`src/rtl/src_fmt_pkg.sv`:
```
// Shared types and the fp32 -> bf16 round-to-nearest-even helper for src_fmt.
// Optional macro SRC_FMT_FTZ_EN flushes exp==0 inputs to signed zero.
package src_fmt_pkg;

    typedef enum logic [1:0] {
        IDLE  = 2'd0,
        RUN   = 2'd1,
        DRAIN = 2'd2,
        DONE  = 2'd3
    } state_t;

    localparam int         BF16_QNAN_BIT = 6;
    localparam logic [7:0] FP32_EXP_MAX  = 8'hFF;

    function automatic logic [15:0] fp32_to_bf16_rne(input logic [31:0] f);
        logic [15:0] b;
        logic        rnd;
        b   = f[31:16];
        rnd = f[15] & (f[16] | (f[14:0] != 15'h0));
        if (f[30:23] == FP32_EXP_MAX) begin
            // Any NaN payload may live only in the dropped bits; force quiet so it stays NaN.
            if (f[22:0] != 23'h0) b[BF16_QNAN_BIT] = 1'b1;
        end
`ifdef SRC_FMT_FTZ_EN
        else if (f[30:23] == 8'h00) begin
            b = {f[31], 15'h0};
        end
`endif
        else begin
            b = b + {15'h0, rnd};
        end
        return b;
    endfunction

endpackage

```
`src/rtl/src_fmt_skid.sv`:
```
// Two-entry valid/ready buffer; output taken straight from storage so it holds
// steady under backpressure, and a push/pop pair in one cycle keeps full rate.
module src_fmt_skid
    import src_fmt_pkg::*;
#(
    parameter int W = 33
) (
    input  logic         clk,
    input  logic         rst_n,
    input  logic         in_valid,
    input  logic [W-1:0] in_data,
    output logic         in_ready,
    output logic         out_valid,
    output logic [W-1:0] out_data,
    input  logic         out_ready,
    output logic [1:0]   count
);

    logic [1:0][W-1:0] mem;
    logic              wr_ptr;
    logic              rd_ptr;
    logic              push;
    logic              pop;

    assign in_ready  = (count != 2'd2);
    assign out_valid = (count != 2'd0);
    assign out_data  = mem[rd_ptr];
    assign push      = in_valid & in_ready;
    assign pop       = out_valid & out_ready;

    always_ff @(posedge clk or negedge rst_n) begin
        if (!rst_n) begin
            mem    <= '0;
            wr_ptr <= 1'b0;
            rd_ptr <= 1'b0;
            count  <= 2'd0;
        end else begin
            if (push) begin
                mem[wr_ptr] <= in_data;
                wr_ptr      <= ~wr_ptr;
            end
            if (pop) rd_ptr <= ~rd_ptr;
            count <= count + {1'b0, push} - {1'b0, pop};
        end
    end

endmodule

```
`src/rtl/src_fmt.sv`:
```
// DMA-side formatter: fp32 -> bf16 (RNE) in [31:16], regenerated per-sample last,
// batch sample counting with done pulse. Optional macro SRC_FMT_FTZ_EN (see package).
module src_fmt
    import src_fmt_pkg::*;
#(
    parameter int SS_W = 12,
    parameter int BN_W = 8
) (
    input  logic            clk,
    input  logic            rst_n,
    input  logic            start,
    input  logic [SS_W-1:0] ss,
    input  logic [BN_W-1:0] bn,
    output logic            busy,
    output logic            done,
    output logic            last_err,
    input  logic            s_valid,
    input  logic [31:0]     s_data,
    input  logic            s_last,
    output logic            s_ready,
    output logic            m_valid,
    output logic [31:0]     m_data,
    output logic            m_last,
    input  logic            m_ready
);

    state_t          state;
    logic [SS_W-1:0] ss_m1;
    logic [SS_W-1:0] wc;
    logic [BN_W-1:0] bn_q;
    logic [BN_W-1:0] sc;
    logic            is_last;
    logic            accept;
    logic            buf_ready;
    logic [1:0]      buf_count;
    logic [32:0]     buf_out;

    assign is_last = (wc == ss_m1);
    assign s_ready = (state == RUN) & buf_ready;
    assign accept  = s_valid & s_ready;
    assign busy    = (state != IDLE);
    assign done    = (state == DONE);
    assign m_last  = buf_out[32];
    assign m_data  = buf_out[31:0];

    src_fmt_skid #(.W(33)) u_skid (
        .clk       (clk),
        .rst_n     (rst_n),
        .in_valid  (accept),
        .in_data   ({is_last, fp32_to_bf16_rne(s_data), 16'h0}),
        .in_ready  (buf_ready),
        .out_valid (m_valid),
        .out_data  (buf_out),
        .out_ready (m_ready),
        .count     (buf_count)
    );

    always_ff @(posedge clk or negedge rst_n) begin
        if (!rst_n) begin
            state    <= IDLE;
            ss_m1    <= '0;
            wc       <= '0;
            bn_q     <= '0;
            sc       <= '0;
            last_err <= 1'b0;
        end else begin
            case (state)
                IDLE: if (start) begin
                    ss_m1    <= (ss == '0) ? '0 : ss - SS_W'(1);
                    bn_q     <= bn;
                    wc       <= '0;
                    sc       <= '0;
                    last_err <= 1'b0;
                    state    <= (bn == '0) ? DONE : RUN;
                end
                RUN: if (accept) begin
                    if (s_last != is_last) last_err <= 1'b1;
                    if (is_last) begin
                        wc <= '0;
                        sc <= sc + BN_W'(1);
                        if (sc + BN_W'(1) == bn_q) state <= DRAIN;
                    end else begin
                        wc <= wc + SS_W'(1);
                    end
                end
                // Leave as the final word leaves, so done lands the cycle after that handshake.
                DRAIN: if (buf_count == 2'd0 || (buf_count == 2'd1 && m_ready)) state <= DONE;
                DONE:  state <= IDLE;
                default: state <= IDLE;
            endcase
        end
    end

endmodule

```
`config.mk`:
```
export PLATFORM = sky130hd
export DESIGN_NAME = src_fmt
export DESIGN_NICKNAME = d
export VERILOG_FILES = /design/src/rtl/src_fmt_pkg.sv /design/src/rtl/src_fmt_skid.sv /design/src/rtl/src_fmt.sv
export SDC_FILE = /design/constraint.sdc
export NUM_CORES = 1
export LEC_CHECK = 0
export ABC_AREA = 1
export BUFFER_PORTS_ARGS = -buffer_cell sky130_fd_sc_hd__buf_2
export CAP_MARGIN = 20
export CORE_ASPECT_RATIO = 1.4
export CORE_UTILIZATION = 61
export CTS_BUF_LIST = sky130_fd_sc_hd__clkbuf_8 sky130_fd_sc_hd__clkbuf_16
export CTS_CLUSTER_SIZE = 24
export DETAILED_ROUTE_END_ITERATION = 7
export HOLD_SLACK_MARGIN = 0.15
export PLACE_DENSITY = 0.91
export REMOVE_ABC_BUFFERS = 1
export SYNTH_ARGS = -nofsm -noshare
export SYNTH_HDL_FRONTEND = slang
export SYNTH_SLANG_ARGS = --single-unit
```
`constraint.sdc`:
```
create_clock -name clk -period 3.6 [get_ports clk]
set_input_delay 0.72 -clock clk [delete_from_list [all_inputs] [get_ports clk]]
set_output_delay 0.72 -clock clk [all_outputs]
set_load 0.01 [all_outputs]
```
# --- Word-level counts from Yosys, hierarchy flattened ---
# Cells that the tools add are included.
classes:
  eq_ne: 15
  n_reduce_logical: 17
  n_bitwise: 8
  mux: 29
  order_cmp: 3
  addsub: 6
ops:
  columns: ["op", "n"]
  rows:
  - ["33-bit 2-to-1 mux", 3]
  - ["66-bit bitwise mux", 1]
  - ["12-bit 2-to-1 mux", 4]
  - ["33-bit demux with 1-bit select", 1]
  - ["8-bit 2-to-1 mux", 3]
  - ["12-bit one-hot mux with 2 select lines", 1]
  - ["23-bit nonzero test", 1]
  - ["16-bit by 1-bit adder with 16-bit output", 1]
  - ["8-bit one-hot mux with 2 select lines", 1]
  - ["15-bit nonzero test", 1]
  - ["12-bit by 1-bit adder with 12-bit output, second input constant", 1]
  - ["12-bit equality test", 1]
  - ["12-bit logical NOT", 1]
  - ["2-bit 2-to-1 mux", 6]
  - ["12-bit by 1-bit subtractor with 12-bit output, second input constant", 1]
  - ["9-bit 2-to-1 mux", 1]
  - ["8-bit by 1-bit adder with 8-bit output, second input constant", 1]
  - ["8-bit equality test", 1]
  - ["8-bit equality test, second input constant", 1]
  - ["8-bit logical NOT", 1]
  - ["2-bit != test, second input constant", 4]
  - ["2-bit one-hot mux with 4 select lines", 1]
  - ["4-bit AND reduction", 2]
  - ["6-bit 2-to-1 mux", 1]
  - ["20 further kinds", 38]
totals:
  input_bits: 58
  elab_cells: 89
  ff_bits: 113
  out_inout_bits: 38

# --- Longest topological paths before layout ---
logic_depth:
  word_depth: 6
  ltp_mapped: 13
  depth_no_buf: 13

# --- Modules after synthesis ---
# Synthesis repeated with hierarchy kept, for this count alone.
hier_totals:
  hier_cells: 890
  area_unflattened_um2: 6625.1
by_module_without_submodules:
  columns: ["mod", "area_each_um2", "instances", "seq_area_each_um2", "cells_each"]
  rows:
  - ["src_fmt_skid", 3422.0, 1, 1751.7, 429]
  - ["src_fmt", 3203.1, 1, 1076.0, 461]

# --- Least setup slack after synthesis ---
# No wires, ideal clock.
synth_timing:
  path_type: "input-to-reg"
  startpoint: "input port ss[0]"
  endpoint: "register ss_m1[6]"
  required_time_ns: 3.472
  setup_ns: 0.128
  n_path_buf: 1
  arrival_ns: 1.736
  path_stages: 10
  setup_slack_ns: 1.736
  cell_sequence: "inv_1 ha_1 inv_1 nor2_2 nand2_1 nor4_1 nor2_1 inv_1 buf_4 o22ai_1"
synth_between:
  elab_chain_len: 2
  word_cells_on_any_way: 3
  classes_between: "add/sub (1); mux (1); reduce/logical (1)"
synth_lines:
  columns: ["item", "line_no", "source"]
  rows:
  - ["start, declared", "src_fmt.sv:12", "input logic [SS_W-1:0] ss,"]
  - ["12-bit by 1-bit subtractor with 12-bit output / 12-bit logical NOT (equally long branches)", "src_fmt.sv:69", "ss_m1 <= (ss == '0) ? '0 : ss - SS_W'(1);"]
  - ["12-bit 2-to-1 mux (*)", "src_fmt.sv:69", null]
  - ["end signal, assigned", "src_fmt.sv:69", null]
  - ["end, declared", "src_fmt.sv:28", "logic [SS_W-1:0] ss_m1;"]
# Mark *: on every way between the ends. The rest lies on a longest branch, timed or not.
# A chain may end at the register's enable or synchronous reset.

# --- Worst setup path in the final report ---
layout_timing:
  startpoint: "register u_skid.rd_ptr"
  endpoint: "output port m_data[26]"
layout_between:
  elab_chain_len: 2
layout_lines:
  columns: ["item", "line_no", "source"]
  rows:
  - ["start, declared", "src_fmt_skid.sv:21", "logic rd_ptr;"]
  - ["start signal, assigned", "src_fmt_skid.sv:42", "if (pop) rd_ptr <= ~rd_ptr;"]
  - ["33-bit 2-to-1 mux (implied by the code) (2 in series)", "src_fmt_skid.sv:27", "assign out_data = mem[rd_ptr];"]
  - ["end, declared", "src_fmt.sv:22", "output logic [31:0] m_data,"]
# Every way passes these cells. The select of a mux whose other input is x is not followed.

==> metrics.cfg <==
[clock_tree]
max-clock-path-buffers = 2
tritoncts = yes
cts_hold_buf = 0
clock-sinks = 81
clk-insertion-delay-late_ps = 340
cts_buffers = 9
post_cts.repair.setup_buffers = 0
clk_root_buffer_cell = sky130_fd_sc_hd__clkbuf_16
cts-resized-gates = 0
path_clk_slew_ps = 60
clock_tree.htree_level_count = 3

[final_layout]
layout-drive-gt1-share_pct = 19.01
fin_area_um2 = 5829
n_fill_cell = 624
layout.nets = 831
area_delta_synth_final_pct = 14.70
postLayoutCoreUtil_pct = 71.96
insertedDiodeCount = 0

[logic_synthesis]
netlist_top_cells_area = sky130_fd_sc_hd__dfrtp_1 40%, sky130_fd_sc_hd__nand2_1 17%, sky130_fd_sc_hd__inv_1 6.2%, sky130_fd_sc_hd__nand3_1 3.4%, sky130_fd_sc_hd__nor2_1 3.3%
synth_async_sr_flop_share_pct = 100.0
synth_top_cells_by_count = 227 x sky130_fd_sc_hd__nand2_1, 84 x sky130_fd_sc_hd__inv_1, 81 x sky130_fd_sc_hd__dfrtp_1
yosys_warnings = 0
yosys.cell_count.top_type = sky130_fd_sc_hd__nand2_1
synthDominantAreaCellType = sky130_fd_sc_hd__dfrtp_1
netlist.area_leader.share_pct = 39.88
yosysUniqueCellTypes = 43
syn_avg_cell_area_um2 = 7.398
ys_ff_latch = 81
synth.yosys.seq_area_share_pct = 39.88
synth_enable_flop_cells = 0
dominantRegCellSynth = sky130_fd_sc_hd__dfrtp_1
synthesis.area_um2 = 5082
syn_inst = 687

[critical_path]
path_cells = inv_1 > nand2_1 > nand2_1 > buf_2
worst_setup_startpoint = u_skid.rd_ptr
crit_path_top_delay_cell = sky130_fd_sc_hd__dfrtp_1
timing.reg2reg.setup_slack_ps = 1190
critPathArrivalTime_ps = 1960
slowest_stage_delay_on_critical_path_ps = 840
crit_path_most_repeated_cell = sky130_fd_sc_hd__nand2_1
critical_path_class = flip-flop to output pin
worstSetupEndpointType = output pin
worst-path-buf-inv = 2
worst-path-max-fanout = 25
path_delay_family = flip-flops
worstSetupStartpointType = flip-flop
cp_data_required_time_ps = 2880
reg2reg_from = state[1]

[floorplanning]
design.portCount = 96
placementRows = 39
chipHeight_um = 110
initial_utilization_pct = 62.74
chipWidth_um = 79.15
core-area_um2 = 8100
area_enclosed_by_the_die_boundary_um2 = 8706

[sta]
hold_violations = 0
timing.setup.tns_ps = 0
final-max-slew-violation-count = 0
worstMarginPinSlew_ps = 771.6
slew_headroom_pct = 48.56
grt_setup_unrepaired = no
fmaxAchievable_mhz = 372.8
fin_worst_hold_slack_ps = 180.0
final-setup-viol-count = 0
finalCriticalPeriod_ps = 2682
timing.clock.skew_ps = 5.916
fin_crit_sh_pct = 74.51

[grt]
via_count_of_the_first_global_routing_pass = 4556
grt_antenna_before_repair = 0
grt_use_total_pct = 29.55
grt_pass1_wl_mm = 19.69
globalRouteOverflowTotal = 0
grt_start_max_net_pins = 82

[power_and_ir_drop]
p_sw_share_pct = 39.69
combinationalPowerShare_pct = 38.7
worst_ir_drop_vdd_mv = 0.5062
finalPower_mw = 4.150
p_leak_nw = 3.054
switching_component_of_the_power_mw = 1.647
sequentialPowerShare_pct = 36.1
power_density_nw_per_um2 = 711.9
clock_power_share_pct = 25.2
intPower_mw = 2.503

[routing]
drt_wl_total_mm = 12.03
top_layer = met4
routed-wl-met3_um = 768
routed-wl-met2_mm = 6.305
route.vias.total = 4771
antenna_violating_nets_post_route = 0
detail_route.drc_violations = 0
wl_met1_mm = 4.498
per_cell_routed_wire_length_um = 13.83
detail_route.iter0.violations = 309
firstDrtPassIters = 5
viasPerCell = 5.484

[min_path]
worst_hold_path_type = input port to async pin

[run]
max_cap_viol_count = 0

[outcome]
run_status = complete, no violations

[place]
place.detailed.hpwl_mm = 8.633
standard_cell_area_after_detailed_placement_um2 = 5458
io_buffer_count = 79
gpl.final_weighted_congestion = 0.9298

## metrics by stage
step | setup WS [ps] | instances
after CTS | 922.1 | 869
after floorplan | 1676 | 672
after global placement | 1317 | 853
after detailed placement | 1195 | 853
after global routing | 761.5 | 870
final | 917.7 | 870
## metal layers
metal	GRT usage, %	vias up
li1	-	2294
met1	31.60	2229
met2	53.14	207
met3	6.337	41
met4	17.66	0
met5	0	-
## final timing paths
check / cells past startpoint / end
setup / recovery: 4 / m_data[26]
hold / removal: 1 / u_skid.mem[22]
setup reg to reg: 7 / u_skid.mem[65]
hold reg to reg: 2 / u_skid.mem[64]
max in group asynchronous: 2 / wc[5]
min in group clk: 2 / u_skid.mem[64]
## cell usage in the layout, fill, tap and decap left out, drive strengths merged, types with 6 or more instances in the layout
cell type,Yosys,final
dfrtp,81,81
o22ai,15,15
ha,10,10
nand2,238,238
xnor2,13,13
conb,1,16
inv,92,92
buf,24,80
a21oi,11,11
o21ai,48,48
clkbuf,6,9
nor3,6,6
nand3,40,40
xor2,15,15
nor2,58,58
nand4,10,10
## power by group through the flow
stage / logic (mW) / registers, mW / clock network (mW)
after floorplan: 1.12 / 1.43 / 0
after global placement: 1.50 / 1.48 / 0
after detailed placement: 1.58 / 1.50 / 0
after CTS: 1.61 / 1.49 / 1.06
after global routing: 1.82 / 1.54 / 1.11
final: 1.60 / 1.50 / 1.05
## cell families after synthesis
logic type	count (synthesis)	share of synthesized area (%)
simple gates	359	32.03
buf+inv	124	11.08
compound gates	83	9.453
flops	81	39.88
xor+xnor	28	4.825
fa+ha+maj	10	2.462
other cells	1	0.07378
mux	1	0.1970
## cell type report
cell class	instances	area (um^2)	area share [%]
well taps	102	127.6	2.189
flip-flops and latches	81	2027	34.77
inverters	94	356.6	6.117
repair buffers	80	425.4	7.298
clock buffers	9	225.2	3.863
clock inverters	7	118.9	2.039
multi-input cells	497	2549	43.72
## worst register-to-register path, stage by stage, from the launching register on
cell,delay (ps)
sky130_fd_sc_hd__dfrtp_1,410
sky130_fd_sc_hd__inv_1,90
sky130_fd_sc_hd__ha_1,420
sky130_fd_sc_hd__nand3_4,200
sky130_fd_sc_hd__nor2_2,450
sky130_fd_sc_hd__inv_1,460
sky130_fd_sc_hd__nand2_1,130
sky130_fd_sc_hd__o21ai_0,90
## sequential cells by signal, indices dropped and copies added, names as in the netlist
| name | flops |
|---|---|
| state | 2 |
| bn_q | 8 |
| u_skid.rd_ptr | 1 |
| u_skid.wr_ptr | 1 |
| u_skid.mem | 34 |
| sc | 8 |
| u_skid.count | 2 |
| last_err | 1 |
| wc | 12 |
| ss_m1 | 12 |
No activity file was read; power rests on OpenSTA's default activity.
